File: config.mk
export PLATFORM = sky130hd
export DESIGN_NAME = classify_argmax
export DESIGN_NICKNAME = d
export VERILOG_FILES = /design/src/rtl/classify_argmax.sv
export SDC_FILE = /design/constraint.sdc
export NUM_CORES = 1
export LEC_CHECK = 0
export CAP_MARGIN = 25
export CELL_PAD_IN_SITES_DETAIL_PLACEMENT = 0
export CELL_PAD_IN_SITES_GLOBAL_PLACEMENT = 1
export CORE_AREA = 2 2 227 229
export CTS_BUF_LIST = sky130_fd_sc_hd__clkbuf_16
export DETAILED_ROUTE_END_ITERATION = 10
export DIE_AREA = 0 0 229 231
export DONT_BUFFER_PORTS = 1
export PLACE_DENSITY_LB_ADDON = 0.12
export SLEW_MARGIN = 20
export SYNTH_ARGS = -nofsm -noshare
export SYNTH_HDL_FRONTEND = slang
export SYNTH_SLANG_ARGS = --single-unit
File: constraint.sdc
create_clock -name clk -period 4 [get_ports clk]
set_input_delay 0.4 -clock clk [delete_from_list [all_inputs] [get_ports clk]]
set_output_delay 0.4 -clock clk [all_outputs]
set_load 0.02 [all_outputs]
File: src/rtl/classify_argmax.sv
// rtl/classify_argmax.sv - serial argmax over a softmax probability vector with result handshake and per-class counters
module classify_argmax #(
    parameter int             N_CLASSES   = 10,
    parameter int             W           = 16,
    parameter logic [W-1:0]   CONF_THRESH = 16'h2000,
    parameter int             CNT_W       = 16
) (
    input  logic                   clk,
    input  logic                   rst_n,
    input  logic [N_CLASSES*W-1:0] softmax_in,
    input  logic                   in_valid,
    output logic [3:0]             class_idx,
    output logic [W-1:0]           confidence,
    output logic                   low_conf,
    output logic                   out_valid,
    input  logic                   out_ready,
    output logic                   busy,
    output logic                   overflow,
    input  logic [3:0]             hist_sel,
    output logic [CNT_W-1:0]       hist_count,
    input  logic                   hist_clr
);

    typedef enum logic [1:0] {IDLE, SCAN, HOLD} state_t;

    localparam logic [3:0]       LAST_LANE = 4'(N_CLASSES - 1);
    localparam logic [CNT_W-1:0] CNT_ONE   = CNT_W'(1);
    localparam logic [CNT_W-1:0] CNT_MAX   = '1;

    state_t                 state, state_nxt;
    logic [N_CLASSES*W-1:0] scan_buf;
    logic [N_CLASSES*W-1:0] pend_buf;
    logic                   pending_full, pend_full_nxt;
    logic [W-1:0]           best_val;
    logic [3:0]             best_idx;
    logic [3:0]             lane_cnt;
    logic [CNT_W-1:0]       cnt [N_CLASSES];

    logic                   drain, capture, pend_wr, drop, handshake;
    logic                   take_lane;
    logic [W-1:0]           lane_val, win_val;
    logic [3:0]             win_idx;

    // Admission decisions, next-state and the running winner for the lane under scan
    always_comb begin
        drain         = (state == IDLE) && pending_full;
        capture       = (state == IDLE) && !pending_full && in_valid;
        // A full pending slot can be refilled on the same edge it drains
        pend_wr       = in_valid && !capture && (!pending_full || drain);
        drop          = in_valid && !capture && pending_full && !drain;
        handshake     = (state == HOLD) && out_valid && out_ready;
        pend_full_nxt = pend_wr ? 1'b1 : (drain ? 1'b0 : pending_full);

        lane_val  = scan_buf[lane_cnt*W +: W];
        // Strict compare keeps the lowest index on ties; lane 0 seeds the scan
        take_lane = (lane_cnt == 4'd0) || (lane_val > best_val);
        win_val   = take_lane ? lane_val : best_val;
        win_idx   = take_lane ? lane_cnt : best_idx;

        state_nxt = state;
        case (state)
            IDLE:    if (drain || capture) state_nxt = SCAN;
            SCAN:    if (lane_cnt == LAST_LANE) state_nxt = HOLD;
            HOLD:    if (handshake) state_nxt = IDLE;
            default: state_nxt = IDLE;
        endcase
    end

    // Main FSM: capture/drain, serial scan, registered result held until accepted
    always_ff @(posedge clk or negedge rst_n) begin
        if (!rst_n) begin
            state        <= IDLE;
            scan_buf     <= '0;
            pend_buf     <= '0;
            pending_full <= 1'b0;
            best_val     <= '0;
            best_idx     <= 4'd0;
            lane_cnt     <= 4'd0;
            class_idx    <= 4'd0;
            confidence   <= '0;
            low_conf     <= 1'b0;
            out_valid    <= 1'b0;
            busy         <= 1'b0;
            overflow     <= 1'b0;
        end else begin
            state        <= state_nxt;
            pending_full <= pend_full_nxt;
            busy         <= (state_nxt != IDLE) || pend_full_nxt;
            if (pend_wr) pend_buf <= softmax_in;
            case (state)
                IDLE: begin
                    lane_cnt <= 4'd0;
                    if (drain) scan_buf <= pend_buf;
                    else if (capture) scan_buf <= softmax_in;
                end
                SCAN: begin
                    best_val <= win_val;
                    best_idx <= win_idx;
                    lane_cnt <= lane_cnt + 4'd1;
                    if (lane_cnt == LAST_LANE) begin
                        class_idx  <= win_idx;
                        confidence <= win_val;
                        low_conf   <= (win_val < CONF_THRESH);
                        out_valid  <= 1'b1;
                    end
                end
                HOLD: if (handshake) out_valid <= 1'b0;
                default: ;
            endcase
            // Clear takes priority over a drop on the same edge
            if (hist_clr) overflow <= 1'b0;
            else if (drop) overflow <= 1'b1;
        end
    end

    // Saturating per-class decision counters; clear beats a coincident increment
    always_ff @(posedge clk or negedge rst_n) begin
        if (!rst_n) begin
            for (int i = 0; i < N_CLASSES; i++) cnt[i] <= '0;
        end else begin
            for (int i = 0; i < N_CLASSES; i++) begin
                if (hist_clr) cnt[i] <= '0;
                else if (handshake && (class_idx == 4'(i)) && (cnt[i] != CNT_MAX))
                    cnt[i] <= cnt[i] + CNT_ONE;
            end
        end
    end

    // Combinational counter readback, zero for out-of-range selects
    always_comb begin
        hist_count = '0;
        for (int i = 0; i < N_CLASSES; i++)
            if (hist_sel == 4'(i)) hist_count = cnt[i];
    end

endmodule

## Word-level counts from Yosys, hierarchy flattened

Cells that the tools add are included.

- Input port bits: 169
- Register bits after elaboration: 531
- Output and inout bits: 40

- Muxes and demuxes: 46
- Reductions and logical operators: 58
- Shift operators: 1
- $add $sub $neg: 11
- Order comparisons: 2
- Eq/ne operators: 33

Operators by type and width:

| cell | number |
|---|---|
| 2-to-1 mux 16 bit | 31 |
| 2-to-1 mux 160 bit | 2 |
| adder 16 x 1 -> 16 bit, second input constant | 10 |
| != test 16 bit, second input constant | 10 |
| indexed part select 160 x 9 -> 16 bit | 1 |
| == test 4 x 3 -> 1 bit, second input constant | 8 |
| nonzero test 2 bit | 15 |
| logical AND 1 bit | 29 |
| == test 4 bit, second input constant | 5 |
| == test 4 x 2 -> 1 bit, second input constant | 4 |
| greater-than comparator 16 bit | 1 |
| < comparator 16 x 14 -> 1 bit, second input constant | 1 |
| logical NOT 4 bit | 3 |
| == test 4 x 1 -> 1 bit, second input constant | 2 |
| case mux 4 bit (2 select lines) | 1 |
| 2-to-1 mux 1 bit | 6 |
| 2-to-1 mux 2 bit | 3 |
| case mux 2 bit (3 select lines) | 1 |
| adder 4 x 1 -> 4 bit, second input constant | 1 |
| logical OR 1 bit | 4 |
| 2-to-1 mux 4 bit | 1 |
| != test 2 bit, second input constant | 2 |
| AND reduction 2 bit | 2 |
| logical NOT 1 bit | 3 |
| 5 further kinds | 5 |

## Depth between registers and ports, before layout

Gate-level depths: netlist of the first run.

- Depth in word-level cells: 11
- Mapped depth: 16
- Mapped depth without buffers: 12

## Worst setup path before layout of the first run

No wires, ideal clock.

- Kind: register to register
- Start point: reg lane_cnt[0]
- End point: reg confidence[10]
- Cell stages (with the launch flop): 15
- Setup time: 0.133 ns
- Arrival time: 3.484 ns
- Required time: 3.867 ns
- Path buffers: 3
- Setup slack: 0.383 ns
- Cells stage by stage: dfrtp_1 -> buf_2 -> buf_2 -> mux4_2 -> mux2i_1 -> o22ai_1 -> ha_1 -> a41oi_1 -> o21ai_0 -> a22oi_1 -> a31oi_1 -> nor2_2 -> buf_4 -> mux2i_1 -> o21ai_0

- Longest elaborated chain between the ends: 4
- Elaborated cells between the ends (all ways): 7
- Classes of those cells: 1 x order compare; 1 x eq/ne; 1 x shift; 1 x mux; 3 x reduce/logical

Ends and longest elaborated chain:

| item | line | source |
|---|---|---|
| start, declared | 36 | `logic [3:0] lane_cnt;` |
| start signal, assigned | 99 | `lane_cnt <= lane_cnt + 4'd1;` |
| indexed part select 160 x 9 -> 16 bit | 54 | `lane_val = scan_buf[lane_cnt*W +: W];` |
| greater-than comparator 16 bit | 56 | `take_lane = (lane_cnt == 4'd0) \|\| (lane_val > best_val);` |
| logical OR 1 bit | 56 |  |
| 2-to-1 mux 16 bit | 57 | `win_val = take_lane ? lane_val : best_val;` |
| end signal, assigned | 102 | `confidence <= win_val;` |
| end, declared | 13 | `output logic [W-1:0] confidence,` |

Several ways; a longest one is shown, not always the timed one.
A chain may end at the register's enable or synchronous reset.

## Final worst setup path of the first run

- Start point: reg lane_cnt[0]
- End point: reg low_conf

- Longest elaborated chain between the ends: 5
- Elaborated cells between the ends (all ways): 8
- Classes of those cells: 2 x order compare; 1 x eq/ne; 1 x shift; 1 x mux; 3 x reduce/logical

Ends and longest elaborated chain:

| item | line | source |
|---|---|---|
| indexed part select 160 x 9 -> 16 bit | 54 |  |
| greater-than comparator 16 bit | 56 |  |
| logical OR 1 bit | 56 |  |
| 2-to-1 mux 16 bit | 57 |  |
| < comparator 16 x 14 -> 1 bit | 103 | `low_conf <= (win_val < CONF_THRESH);` |
| end signal, assigned | 103 |  |
| end, declared | 14 | `output logic low_conf,` |

Several ways; a longest one is shown, not always the timed one.

==> results of run 1 <==
==> synth_stat cells, types with 2 or more instances <==
library cell,instances
sky130_fd_sc_hd__and2_1,15
sky130_fd_sc_hd__nand2_1,289
sky130_fd_sc_hd__nand2b_1,8
sky130_fd_sc_hd__nor4_2,2
sky130_fd_sc_hd__ha_1,29
sky130_fd_sc_hd__o21ai_1,3
sky130_fd_sc_hd__a21oi_1,60
sky130_fd_sc_hd__or4_4,3
sky130_fd_sc_hd__nor2_1,209
sky130_fd_sc_hd__or3_1,25
sky130_fd_sc_hd__a21oi_4,2
sky130_fd_sc_hd__inv_2,2
sky130_fd_sc_hd__xnor2_1,53
sky130_fd_sc_hd__nand3_1,69
sky130_fd_sc_hd__nand3_2,2
sky130_fd_sc_hd__mux2i_1,60
sky130_fd_sc_hd__mux4_2,32
sky130_fd_sc_hd__xor2_1,73
sky130_fd_sc_hd__or2_2,2
sky130_fd_sc_hd__nor4_1,3
sky130_fd_sc_hd__dfrtp_1,531
sky130_fd_sc_hd__nand4_1,36
sky130_fd_sc_hd__nor3b_1,4
sky130_fd_sc_hd__o21ai_0,237
sky130_fd_sc_hd__a31oi_1,9
sky130_fd_sc_hd__nor3_1,15
sky130_fd_sc_hd__o22ai_1,176
sky130_fd_sc_hd__nand4_4,2
sky130_fd_sc_hd__buf_1,8
sky130_fd_sc_hd__and2_0,2
sky130_fd_sc_hd__nor2b_1,11
sky130_fd_sc_hd__inv_1,37
sky130_fd_sc_hd__a21oi_2,2
sky130_fd_sc_hd__buf_2,22
sky130_fd_sc_hd__a222oi_1,10
sky130_fd_sc_hd__mux2_2,181
sky130_fd_sc_hd__and3_1,12
sky130_fd_sc_hd__a21o_1,7
sky130_fd_sc_hd__a22oi_1,20
sky130_fd_sc_hd__clkbuf_1,118
sky130_fd_sc_hd__a221o_1,3
sky130_fd_sc_hd__a22o_1,9
sky130_fd_sc_hd__and4_1,22
==> metrics by stage <==
stage | setup TNS (ns) | total power, uW | std cells | setup WS [ns] | hold WS [ns]
after floorplan | 0 | 13100 | 2439 | 0.383 | 0.104
final | 0 | 20900 | 3266 | 0.347 | -0.503
after detailed placement | 0 | 15300 | 2993 | 0.205 | 0.141
after CTS | 0 | 20800 | 3261 | 0.148 | -0.534
after global placement | -0.307 | 15000 | 2993 | -0.110 | 0.138
after global routing | 0 | 22100 | 3266 | 0.0418 | -0.528
==> power breakdown <==
group          switching [uW]  leakage, uW  internal (uW)
Combinational            3720      0.00482           3300
Sequential               1440      0.00682           7110
Clock                    2270     0.000957           3060
==> worst min path at each step <==
stage	from	endpoint	slack, ns	cells past startpoint
after floorplan	rst_n	best_idx[0]	0.10	0
final	rst_n	cnt[147]	-0.50	0
after detailed placement	rst_n	cnt[147]	0.14	0
after global routing	rst_n	cnt[147]	-0.53	0
after CTS	rst_n	pend_buf[20]	-0.53	0
after global placement	rst_n	cnt[147]	0.14	0
==> layer usage <==
| metal | part of all wire [%] | vias to the layer above | track usage (%) |
|---|---|---|---|
| li1 | - | 8966 | - |
| met1 | 43 | 9616 | 35.7 |
| met2 | 49 | 501 | 45.4 |
| met3 | 4.8 | 117 | 4.34 |
| met4 | 3.1 | 0 | 8.99 |
| met5 | 0 | - | 0 |
==> timing repair <==
action / 4_1_cts / 5_1_grt
resized for setup: 0 / 3
endpoints found under the hold margin: 977 / 531
setup buffers: 0 / 5
setup endpoints to repair: 0 / 26
==> critical path, cell delays in order (launching register included) <==
cell	delay, ns
sky130_fd_sc_hd__dfrtp_4	0.52
sky130_fd_sc_hd__buf_12	0.20
sky130_fd_sc_hd__mux4_2	0.52
sky130_fd_sc_hd__mux2i_1	0.17
sky130_fd_sc_hd__o22ai_1	0.16
sky130_fd_sc_hd__ha_1	0.37
sky130_fd_sc_hd__nand4_1	0.15
sky130_fd_sc_hd__a2111o_1	0.43
sky130_fd_sc_hd__a31oi_2	0.26
sky130_fd_sc_hd__buf_4	0.18
sky130_fd_sc_hd__mux2i_1	0.09
sky130_fd_sc_hd__nor2b_1	0.16
sky130_fd_sc_hd__a32o_1	0.28
==> cells by family after synthesis <==
family | count (synthesis) | share of synthesized area [%]
and+or+nand+nor | 740 | 13.5
AOI/OAI and AO/OA | 551 | 12.8
DFF | 531 | 52.0
muxes | 273 | 13.1
buffers and inverters | 189 | 2.90
xor gates and xnor gates | 126 | 4.32
adders and majority gates | 29 | 1.42
==> state kept, by name, indices dropped and copies added (netlist names) <==
register,count
best_idx,4
best_val,16
busy,1
class_idx,4
cnt,160
confidence,16
lane_cnt,4
low_conf,1
out_valid,1
overflow,1
pend_buf,160
pending_full,1
scan_buf,160
state,2
==> layout by cell type (no fill, tap or decap), drive strengths merged, types with 30 or more instances in the layout <==
| cell | Yosys | final |
|---|---|---|
| a21oi | 64 | 64 |
| buf | 31 | 30 |
| clkbuf | 119 | 59 |
| dfrtp | 531 | 531 |
| dlygate4sd3 | 0 | 162 |
| inv | 39 | 51 |
| mux2 | 181 | 181 |
| mux2i | 60 | 60 |
| mux4 | 32 | 32 |
| nand2 | 289 | 289 |
| nand3 | 71 | 71 |
| nand4 | 38 | 38 |
| nor2 | 210 | 210 |
| o21ai | 240 | 240 |
| o22ai | 176 | 176 |
| xnor2 | 53 | 53 |
| xor2 | 73 | 73 |
==> final cells by class <==
class / instances / share of cell area, %
Clock buffer: 59 / 4.97
Clock inverter: 46 / 1.38
Inverter: 39 / 0.501
Multi-Input combinational cell: 1719 / 39.0
Sequential cell: 531 / 44.7
Tap cell: 680 / 2.86
Timing Repair Buffer: 192 / 6.59
==> metrics.log, run 1 <==
INFO  metric run_status = finished, violations left
INFO  metric violations = negative hold slack, max-slew violations
INFO  metric hold_class = input port to asynchronous set/reset pin
INFO  metric cts.reportedPaths.clkPinSlew = 0.06 ns
INFO  metric syn_to_final_growth = 16.3%
INFO  metric final-max-slew-violation-count = 467
INFO  metric clock-root-buffer = sky130_fd_sc_hd__clkbuf_16
INFO  metric antenna_violations_before_repair = 0
INFO  metric grt_start_max_net_pins = 532
INFO  metric antenna_left = 0
INFO  metric cts-buffers-inserted = 58
INFO  metric floorplan.die_area = 52900 um^2
INFO  metric cts_num_sinks = 531
INFO  metric clk_latency = 0.65 ns
INFO  metric leakage_power = 0.0126 uW
INFO  metric area_taken_by_multi_input_logic_gates = 11600 um^2
INFO  metric worst_case_headroom_to_the_max_slew_limit = -143%
INFO  metric synth_seq_cells = 531
INFO  metric grt_pass1_wl = 112 mm
INFO  metric ys_warn_count = 0
INFO  metric postPlaceCellArea = 26100 um^2
INFO  metric timing.critical_path.from = lane_cnt[0]
INFO  metric post-dp-hpwl = 48.3 mm
INFO  metric drtIter0Drc = 1667
INFO  metric hold_viol_final = 107
INFO  metric rr_startpoint = lane_cnt[0]
INFO  metric cts_hold_buf = 163
INFO  metric place_congestion = 0.933
INFO  metric num_vias = 19200
INFO  metric timing.critical_path.to_type = flop
INFO  metric ys_dominant_reg_cell = sky130_fd_sc_hd__dfrtp_1
INFO  metric fin_crit_sh = 91.3%
INFO  metric synth_top_cell_by_area = sky130_fd_sc_hd__dfrtp_1
INFO  metric peakVddDrop = 517 uV
INFO  metric async_flop_share = 100%
INFO  metric r2r-end = low_conf
INFO  metric worst-endpoint-arrival = 4.16 ns
INFO  metric synth-seq-area-share = 52.0%
INFO  metric tritoncts = yes
INFO  metric drt-vias-per-instance = 5.88
INFO  metric total_power_per_unit_cell_area = 703 nW/um^2
INFO  metric synth_edf_count = 0
INFO  metric hold_slack_final = -0.503 ns
INFO  metric ys_top_cells_by_area = sky130_fd_sc_hd__dfrtp_1 52%, sky130_fd_sc_hd__mux2_2 8.0%, sky130_fd_sc_hd__o21ai_0 4.6%
INFO  metric fraction_of_layout_cells_with_a_size_suffix_above_1 = 13.8%
INFO  metric clock_skew = 0.0330 ns
INFO  metric syn_avg_cell_area = 10.5 um^2
INFO  metric drt_pass1_iterations = 7
INFO  metric min_period = 3.65 ns
INFO  metric timing.max_cap.violations = 0
INFO  metric place.port_buffers = 0
INFO  metric num-fill-cells = 4364
INFO  metric start_util = 50.4%
INFO  metric antenna-diode-count = 0
INFO  metric finalInstanceArea = 29700 um^2
INFO  metric post_drt_wl_per_cell = 21.8 um
INFO  metric cts_htree_levels = 2
INFO  metric first_global_vias = 19300
INFO  metric std_cell_rows = 83
INFO  metric critical_path_required = 4.50 ns
INFO  metric fp.coreArea = 50700 um^2
INFO  metric syn-instance-count = 2439
INFO  metric setup_repair_after_global_routing_missed_its_margin = false
INFO  metric crit_type = flop to flop
INFO  metric synth_cell_type_count = 67
INFO  metric timing.reg2reg.worst_path_depth = 12
INFO  metric die_height = 231 um
INFO  metric post-route-util = 58.6%
INFO  metric regToRegSetupSlack = 0.35 ns
INFO  metric ioPinCount = 209
INFO  metric die_width = 229 um
INFO  metric remaining_drc_errors = 0
INFO  metric route.final.wire_length = 71.2 mm
INFO  metric num-nets-final = 2739
INFO  metric clock_tree.buffer_depth = 3
INFO  metric synthesis.area = 25600 um^2
INFO  metric global_route.usage.total = 27.0%
INFO  metric peak_fanout_along_the_critical_path = 17
INFO  metric worst_slew_pin_slew = 3.64 ns
INFO  metric setup-violations-final = 0
INFO  metric synth_top_cell_area_share = 52.0%
INFO  metric synthesis.nets = 2637
INFO  metric regArea = 13300 um^2
INFO  metric overflow = 0
INFO  metric timing.critical_path.to = low_conf
INFO  metric crit_path_start_kind = flop
INFO  metric fmax = 274 MHz
(Power assumes the default switching activity.)
==> run 2: changes to the inputs <==
--- a/config.mk
+++ b/config.mk
@@ -13,6 +13,7 @@
 export DETAILED_ROUTE_END_ITERATION = 10
 export DIE_AREA = 0 0 229 231
 export DONT_BUFFER_PORTS = 1
+export GPL_TIMING_DRIVEN = 0
 export PLACE_DENSITY_LB_ADDON = 0.12
 export SLEW_MARGIN = 20
 export SYNTH_ARGS = -nofsm -noshare
==> constraint.sdc (replaced) <==
create_clock -name clk -period 4.1 [get_ports clk]
set_input_delay 0.41 -clock clk [delete_from_list [all_inputs] [get_ports clk]]
set_output_delay 0.41 -clock clk [all_outputs]
set_load 0.02 [all_outputs]
==> run 2 against run 1 <==
  * The run still ends with negative hold slack, max-slew violations left
  * Clock skew decreased by 0.0070 ns
  * Maximum frequency fell by 6.5%
  * Die area stayed put
  * Combinational power is 6.3% higher
  * Clock power fell by 2%
  * Flip-flop and latch count stayed put
  * Non-clock buffer count up 121
  * Sequential power shrank 5.1%
  * Critical path type unchanged
  * Critical endpoint is now confidence[5]
  * Largest power group unchanged
==> metrics.log, run 2 (synthesized netlist as in run 1, its figures left out) <==
INFO  metric worst-endpoint-arrival = 4.39 ns (+0.23 ns)
INFO  metric global_route.usage.total = 28.5% (+1.5 points)
INFO  metric hold_slack_final = -0.491 ns (+0.0124 ns)
INFO  metric crit_slowest_cell = sky130_fd_sc_hd__mux4_2
INFO  metric rr_startpoint = lane_cnt[0]
INFO  metric most_frequent_cell_on_the_critical_path = sky130_fd_sc_hd__buf_6
INFO  metric run_status = finished, violations left
INFO  metric ioPinCount = 209 (unchanged)
INFO  metric worst_case_headroom_to_the_max_slew_limit = -19.6% (+120 points)
INFO  metric drt-vias-per-instance = 5.85 (-0.45%)
INFO  metric num-fill-cells = 4354 (-0.23%)
INFO  metric post-route-worst-setup-slack = 0.194 ns (-0.152 ns)
INFO  metric hold_viol_final = 531 (+400%)
INFO  metric crit_path_start_kind = flop
INFO  metric die_width = 229 um (unchanged)
INFO  metric post_drt_wl_per_cell = 22.1 um (+1.6%)
INFO  metric floorplan.die_area = 52900 um^2 (unchanged)
INFO  metric regToRegSetupSlack = 0.19 ns (-0.15 ns)
INFO  metric hold_class = input port to asynchronous set/reset pin
INFO  metric route.final.wire_length = 75.1 mm (+5.5%)
INFO  metric peakVddDrop = 479 uV (-7.4%)
INFO  metric power.sequential.fraction = 39.0% (-1.9 points)
INFO  metric clock-root-buffer = sky130_fd_sc_hd__clkbuf_16
INFO  metric timing.max_cap.violations = 0 (unchanged)
INFO  metric cts.reportedPaths.clkPinSlew = 0.07 ns (about the same)
INFO  metric clock_skew = 0.0260 ns (-0.00702 ns)
INFO  metric timing.reg2reg.worst_path_depth = 13 (+1)
INFO  metric cts-buffers-inserted = 57 (-1.7%)
INFO  metric top_library_cells_by_usage_in_the_layout_fill_and_taps_aside = 531 x sky130_fd_sc_hd__dfrtp_1, 289 x sky130_fd_sc_hd__nand2_1, 237 x sky130_fd_sc_hd__o21ai_0
INFO  metric fp.coreArea = 50700 um^2 (unchanged)
INFO  metric first_global_vias = 20200 (+4.8%)
INFO  metric worst_slew_pin_slew = 1.79 ns (-1.85 ns)
INFO  metric total_power_per_unit_cell_area = 690 nW/um^2 (-1.8%)
INFO  metric power.combinational.fraction = 35.9% (+2.3 points)
INFO  metric reg_top3 = cnt: 160 flops, pend_buf: 160 flops, scan_buf: 160 flops
INFO  metric tritoncts = yes
INFO  metric die_height = 231 um (unchanged)
INFO  metric final-max-slew-violation-count = 181 (-61%)
INFO  metric setup-violations-final = 0 (unchanged)
INFO  metric antenna_violations_before_repair = 1 (+1)
INFO  metric clk_latency = 0.63 ns (-0.02 ns)
INFO  metric area_taken_by_multi_input_logic_gates = 11700 um^2 (+0.65%)
INFO  metric remaining_drc_errors = 0 (unchanged)
INFO  metric post-route-util = 59.4% (+0.76 points)
INFO  metric place_congestion = 0.923 (-1.1%)
INFO  metric timing.critical_path.to_type = flop
INFO  metric std_cell_rows = 83 (unchanged)
INFO  metric fraction_of_layout_cells_with_a_size_suffix_above_1 = 13.5% (-0.26 points)
INFO  metric layout.cells.most_common = sky130_fd_sc_hd__dfrtp_1
INFO  metric fin_crit_sh = 95.3% (+3.9 points)
INFO  metric cts_hold_buf = 162 (-0.61%)
INFO  metric num-nets-final = 2859 (+4.4%)
INFO  metric regArea = 13300 um^2 (about the same)
INFO  metric r2r-end = confidence[5]
INFO  metric worst_path_largest_cell_delay = 0.63 ns (+0.11 ns)
INFO  metric num_vias = 19800 (+3.4%)
INFO  metric cell_internal_pwr = 13200 uW (-1.7%)
INFO  metric grt_pass1_wl = 117 mm (+4.7%)
INFO  metric drt_pass1_iterations = 6 (-1)
INFO  metric clock_tree.buffer_depth = 3 (unchanged)
INFO  metric syn_to_final_growth = 17.8%
INFO  metric worstPathCellList = buf_6 -> buf_6 -> mux4_2 -> mux2i_2 -> o22ai_1 -> ha_1 -> nand4_1 -> a2111o_1 -> a31oi_4 -> nor2_4 -> buf_6 -> mux2i_1 -> o21ai_0
INFO  metric pre_cts_ws = -0.685 ns (-0.890 ns)
INFO  metric overflow = 0 (unchanged)
INFO  metric drtIter0Drc = 1340 (-20%)
INFO  metric peak_fanout_along_the_critical_path = 10 (-7)
INFO  metric leakage_power = 0.0127 uW (+0.80%)
INFO  metric cts_num_sinks = 531 (unchanged)
INFO  metric clockPowerShare = 25.0% (-0.5 points)
INFO  metric fmax = 256 MHz (-6.5%)
INFO  metric swShare = 36.3% (+0.73 points)
INFO  metric cts_htree_levels = 2 (unchanged)
INFO  metric antenna_left = 0 (unchanged)
INFO  metric fin_setup_tns = 0 ns (unchanged)
INFO  metric start_util = 50.4% (unchanged)
INFO  metric grt_start_max_net_pins = 532 (unchanged)
INFO  metric min_period = 3.91 ns (+0.252 ns)
INFO  metric critical_path_required = 4.58 ns (+0.08 ns)
INFO  metric crit_type = flop to flop
INFO  metric setup_repair_after_global_routing_missed_its_margin = false
INFO  metric violations = negative hold slack, max-slew violations
INFO  metric net-switching-power = 7540 uW (+1.5%)
INFO  metric place.port_buffers = 0 (unchanged)
INFO  metric post-dp-hpwl = 53.7 mm (+11%)
-- run 2: what timing repair did --
| item | 4_1_cts | 5_1_grt |
|---|---|---|
| resized for setup | 22 | 27 |
| hold endpoints to repair | 771 | 531 |
| pin swaps | 1 | 4 |
| setup endpoints to repair | 41 | 38 |
| buffers inserted | 2 | 0 |
-- run 2: metal layers --
metal,global-route usage (%),part of all wire [%],vias to the layer above
li1,-,-,9227
met1,36.4,42,9987
met2,49.4,50,501
met4,10.4,3.4,2
met3,4.11,4.9,128
met5,0,0.017,-
-- run 2: worst max path at each step --
stage                           start              to  depth (start not counted)  slack [ns]
after floorplan           lane_cnt[0]  confidence[10]                         14        0.48
after detailed placement  lane_cnt[0]   confidence[7]                         14       -0.69
after CTS                 lane_cnt[1]   confidence[7]                         14        0.02
final                     lane_cnt[0]   confidence[5]                         13        0.19
after global placement    lane_cnt[0]   confidence[6]                         14       -0.72
after global routing      lane_cnt[0]   confidence[2]                         14      0.0002
-- run 2: critical path: cells and delay by family (launching register included) --
kind                     cells  cell delay [ns]
multiplexers                 3             1.09
flip-flops                   1             0.40
buffers and inverters        3             0.59
adder cells (fa/ha/maj)      1             0.37
AO/OA/AOI/OAI                4             1.02
AND/OR/NAND/NOR              2             0.27
-- run 2: metrics by stage --
| stage | instance area, um^2 | total power (uW) | std cells |
|---|---|---|---|
| 6_report | 30100 | 20800 | 3391 |
| 5_1_grt | 30100 | 21900 | 3390 |
| 4_1_cts | 30000 | 20600 | 3391 |
| 3_5_place_dp | 26400 | 15100 | 3119 |
| 3_3_place_gp | 26400 | 14900 | 3119 |
| 2_1_floorplan | 25600 | 12800 | 2439 |
-- run 2: final cells by class --
class	count	area share [%]
Antenna cell	1	0.00831
Buffer	149	2.15
Clock buffer	58	4.82
Clock inverter	50	1.40
Inverter	39	0.486
Multi-Input combinational cell	1719	38.7
Sequential cell	531	44.1
Tap cell	680	2.83
Timing Repair Buffer	164	5.44
-- run 2: power groups by stage --
stage | Sequential (uW) | Combinational [uW] | Clock [uW]
global placement | 8060 | 6800 | 0
CTS | 8060 | 7290 | 5280
detailed placement | 8140 | 6950 | 0
floorplan | 7690 | 5130 | 0
finish | 8110 | 7460 | 5200
global route | 8260 | 8170 | 5510
==> run 3: changes to the inputs <==
--- a/config.mk
+++ b/config.mk
@@ -8,10 +8,11 @@
 export CAP_MARGIN = 25
 export CELL_PAD_IN_SITES_DETAIL_PLACEMENT = 0
 export CELL_PAD_IN_SITES_GLOBAL_PLACEMENT = 1
-export CORE_AREA = 2 2 227 229
+export CORE_AREA = 2 2 239 241
 export CTS_BUF_LIST = sky130_fd_sc_hd__clkbuf_16
+export CTS_CLUSTER_SIZE = 24
 export DETAILED_ROUTE_END_ITERATION = 10
-export DIE_AREA = 0 0 229 231
+export DIE_AREA = 0 0 241 243
 export DONT_BUFFER_PORTS = 1
 export GPL_TIMING_DRIVEN = 0
 export PLACE_DENSITY_LB_ADDON = 0.12
==> run 3 against run 2 <==
  * The run ends with design-rule violations, negative hold slack, max-slew violations left
  * Die area rose by 11%
  * Final area barely moved
  * Critical path type unchanged
  * Cell count rose by 2.2%
  * Setup slack got worse by 0.021 ns
  * Wire length rose by 0.87%
  * Maximum frequency fell by 0.53%
  * Power fell by 1.1%
  * Non-clock buffer count rose by 1
  * Critical endpoint is now low_conf
  * Utilization fell by 5.6 points
  * Clock power fell by 4.4%
  * Flip-flop and latch count did not move
  * Largest power group unchanged
==> metrics.log, run 3 (synthesized netlist as in run 1, its figures left out) <==
INFO  metric run_status = finished, violations left
INFO  metric violations = design-rule violations, negative hold slack, max-slew violations
INFO  metric global_route.usage.total = 26.1% (-2.4 points)
INFO  metric peak_fanout_along_the_critical_path = 10 (unchanged)
INFO  metric ioPinCount = 209 (unchanged)
INFO  metric clock_skew = 0.0441 ns (+0.0181 ns)
INFO  metric first_global_vias = 19700 (-2.3%)
INFO  metric crit_path_start_kind = flop
INFO  metric timing.max_cap.violations = 0 (unchanged)
INFO  metric pre_cts_ws = -0.906 ns (-0.221 ns)
INFO  metric fmax = 255 MHz (-0.53%)
INFO  metric cts.reportedPaths.clkPinSlew = 0.06 ns (about the same)
INFO  metric start_util = 45.7% (-4.8 points)
INFO  metric peakVddDrop = 468 uV (-2.2%)
INFO  metric post-route-worst-setup-slack = 0.174 ns (-0.0208 ns)
INFO  metric grt_pass1_wl = 118 mm (+0.58%)
INFO  metric total_power_per_unit_cell_area = 683 nW/um^2 (-1.1%)
INFO  metric critical_path_required = 4.67 ns (+0.09 ns)
INFO  metric fraction_of_layout_cells_with_a_size_suffix_above_1 = 13.5% (-0.027 points)
INFO  metric drtIter0Drc = 1507 (+12%)
INFO  metric cts_num_sinks = 531 (unchanged)
INFO  metric setup-violations-final = 0 (unchanged)
INFO  metric tritoncts = yes
INFO  metric overflow = 0 (unchanged)
INFO  metric die_height = 243 um (+5.2%)
INFO  metric worst-endpoint-arrival = 4.49 ns (+0.10 ns)
INFO  metric cts_htree_levels = 2 (unchanged)
INFO  metric crit_type = flop to flop
INFO  metric postPlaceCellArea = 26500 um^2 (+0.36%)
INFO  metric final-max-slew-violation-count = 446 (+150%)
INFO  metric place.port_buffers = 0 (unchanged)
INFO  metric worst_slew_pin_slew = 2.81 ns (+1.01 ns)
INFO  metric place_congestion = 0.930 (+0.82%)
INFO  metric hold_slack_final = -0.490 ns (+0.00117 ns)
INFO  metric fin_crit_sh = 95.8% (+0.51 points)
INFO  metric worst_case_headroom_to_the_max_slew_limit = -87.2% (-68 points)
INFO  metric post-dp-hpwl = 55.2 mm (+2.8%)
INFO  metric top_library_cells_by_usage_in_the_layout_fill_and_taps_aside = 531 x sky130_fd_sc_hd__dfrtp_1, 289 x sky130_fd_sc_hd__nand2_1, 237 x sky130_fd_sc_hd__o21ai_0
INFO  metric fp.coreArea = 56000 um^2 (+10%)
INFO  metric std_cell_rows = 87 (+4.8%)
INFO  metric post-route-util = 53.8% (-5.6 points)
INFO  metric hold_viol_final = 226 (-57%)
INFO  metric clock-root-buffer = sky130_fd_sc_hd__clkbuf_16
INFO  metric setup_repair_after_global_routing_missed_its_margin = true
INFO  metric cts-buffers-inserted = 59 (+3.5%)
INFO  metric drt-vias-per-instance = 5.64 (-3.7%)
INFO  metric finalInstanceArea = 30100 um^2 (about the same)
INFO  metric regToRegSetupSlack = 0.17 ns (-0.02 ns)
INFO  metric drt_pass1_iterations = 11 (+5)
INFO  metric reg_top3 = cnt: 160 flops, pend_buf: 160 flops, scan_buf: 160 flops
INFO  metric syn_to_final_growth = 17.7% (about the same)
INFO  metric hold_class = input port to asynchronous set/reset pin
INFO  metric floorplan.die_area = 58600 um^2 (+11%)
INFO  metric layout.cells.most_common = sky130_fd_sc_hd__dfrtp_1
INFO  metric timing.critical_path.to_type = flop
INFO  metric remaining_drc_errors = 1 (+1)
INFO  metric post_drt_wl_per_cell = 21.8 um (-1.3%)
INFO  metric min_period = 3.93 ns (+0.0208 ns)
INFO  metric antenna_left = 0 (unchanged)
INFO  metric die_width = 241 um (+5.2%)
INFO  metric antenna_violations_before_repair = 7 (+6)
INFO  metric grt_start_max_net_pins = 532 (unchanged)
INFO  metric route.final.wire_length = 75.7 mm (+0.87%)
INFO  metric num-nets-final = 2862 (+0.10%)
INFO  metric num_vias = 19500 (-1.5%)
INFO  metric leakage_power = 0.0127 uW (-0.39%)
INFO  metric clock_tree.buffer_depth = 3 (unchanged)
INFO  metric cts_hold_buf = 162 (unchanged)
INFO  metric clk_latency = 0.65 ns (+0.02 ns)
run 3: cell types whose count changed in the layout (fill, tap and decap cells not counted), sizes merged, moves of 2 or more:
cell | before | now
diode | 1 | 3
clkinv | 23 | 25
bufinv | 7 | 2
inv | 56 | 54
run 3: final timing paths:
kind,start,to,cells past startpoint
worst max-delay path,lane_cnt[0],low_conf,12
worst min-delay path,rst_n,cnt[148],0
worst max register to register,lane_cnt[0],low_conf,12
worst min register to register,scan_buf[38],scan_buf[38],2
max in group asynchronous,rst_n,scan_buf[53],0
min in group clk,softmax_in[104],scan_buf[104],2
run 3: layout make-up:
type / instances / area, um^2
diodes: 3 / 7.51
fillers: 5084 / 25900
multi-input cells: 1719 / 11600
clock buffers: 59 / 1480
clock inverters: 46 / 315
well taps: 756 / 946
repair buffers: 165 / 1640
inverters: 39 / 146
plain buffers: 149 / 651
flip-flops and latches: 531 / 13300
run 3: critical path, cell delays in order (launching register included):
cell,delay [ns]
sky130_fd_sc_hd__dfrtp_1,0.41
sky130_fd_sc_hd__buf_6,0.20
sky130_fd_sc_hd__buf_6,0.20
sky130_fd_sc_hd__mux4_2,0.62
sky130_fd_sc_hd__mux2i_1,0.27
sky130_fd_sc_hd__o22ai_1,0.22
sky130_fd_sc_hd__ha_1,0.33
sky130_fd_sc_hd__nand4_1,0.14
sky130_fd_sc_hd__a2111o_1,0.45
sky130_fd_sc_hd__a31oi_4,0.26
sky130_fd_sc_hd__nor2_4,0.11
sky130_fd_sc_hd__mux2i_2,0.38
sky130_fd_sc_hd__a32o_1,0.23
run 3: report_power, final:
group / internal (uW) / switching, uW / total (uW) / leakage (uW)
Combinational: 3320 / 4150 / 7470 / 0.00491
Clock: 2730 / 2240 / 4970 / 0.000920
Sequential: 6930 / 1170 / 8110 / 0.00682
Total: 13000 / 7560 / 20500 / 0.0127
run 3: routing by layer:
metal  up-vias  wire, um  GRT usage, %
met3       105      3370          4.15
met2       427     37900          44.6
met4        10      1780          7.32
li1       9233         -             -
met1      9771     32600          34.4
met5         -        66             0
run 3: metrics by stage:
stage               instances  setup TNS [ns]  power, uW  hold WS, ns
global route             3466        -0.00243      21800       -0.518
global placement         3195          -23.89      14900        0.152
finish                   3467               0      20500       -0.490
detailed placement       3195          -26.22      15200        0.156
floorplan                2439               0      12800        0.114
CTS                      3464         -0.0140      20500       -0.535
run 3: what timing repair did:
action | 4_1_cts | 5_1_grt
setup buffers | 2 | 1
endpoints found under the hold margin | 812 | 531
endpoints found under the setup margin | 41 | 37
resized for setup | 25 | 18
pin swaps | 1 | 2
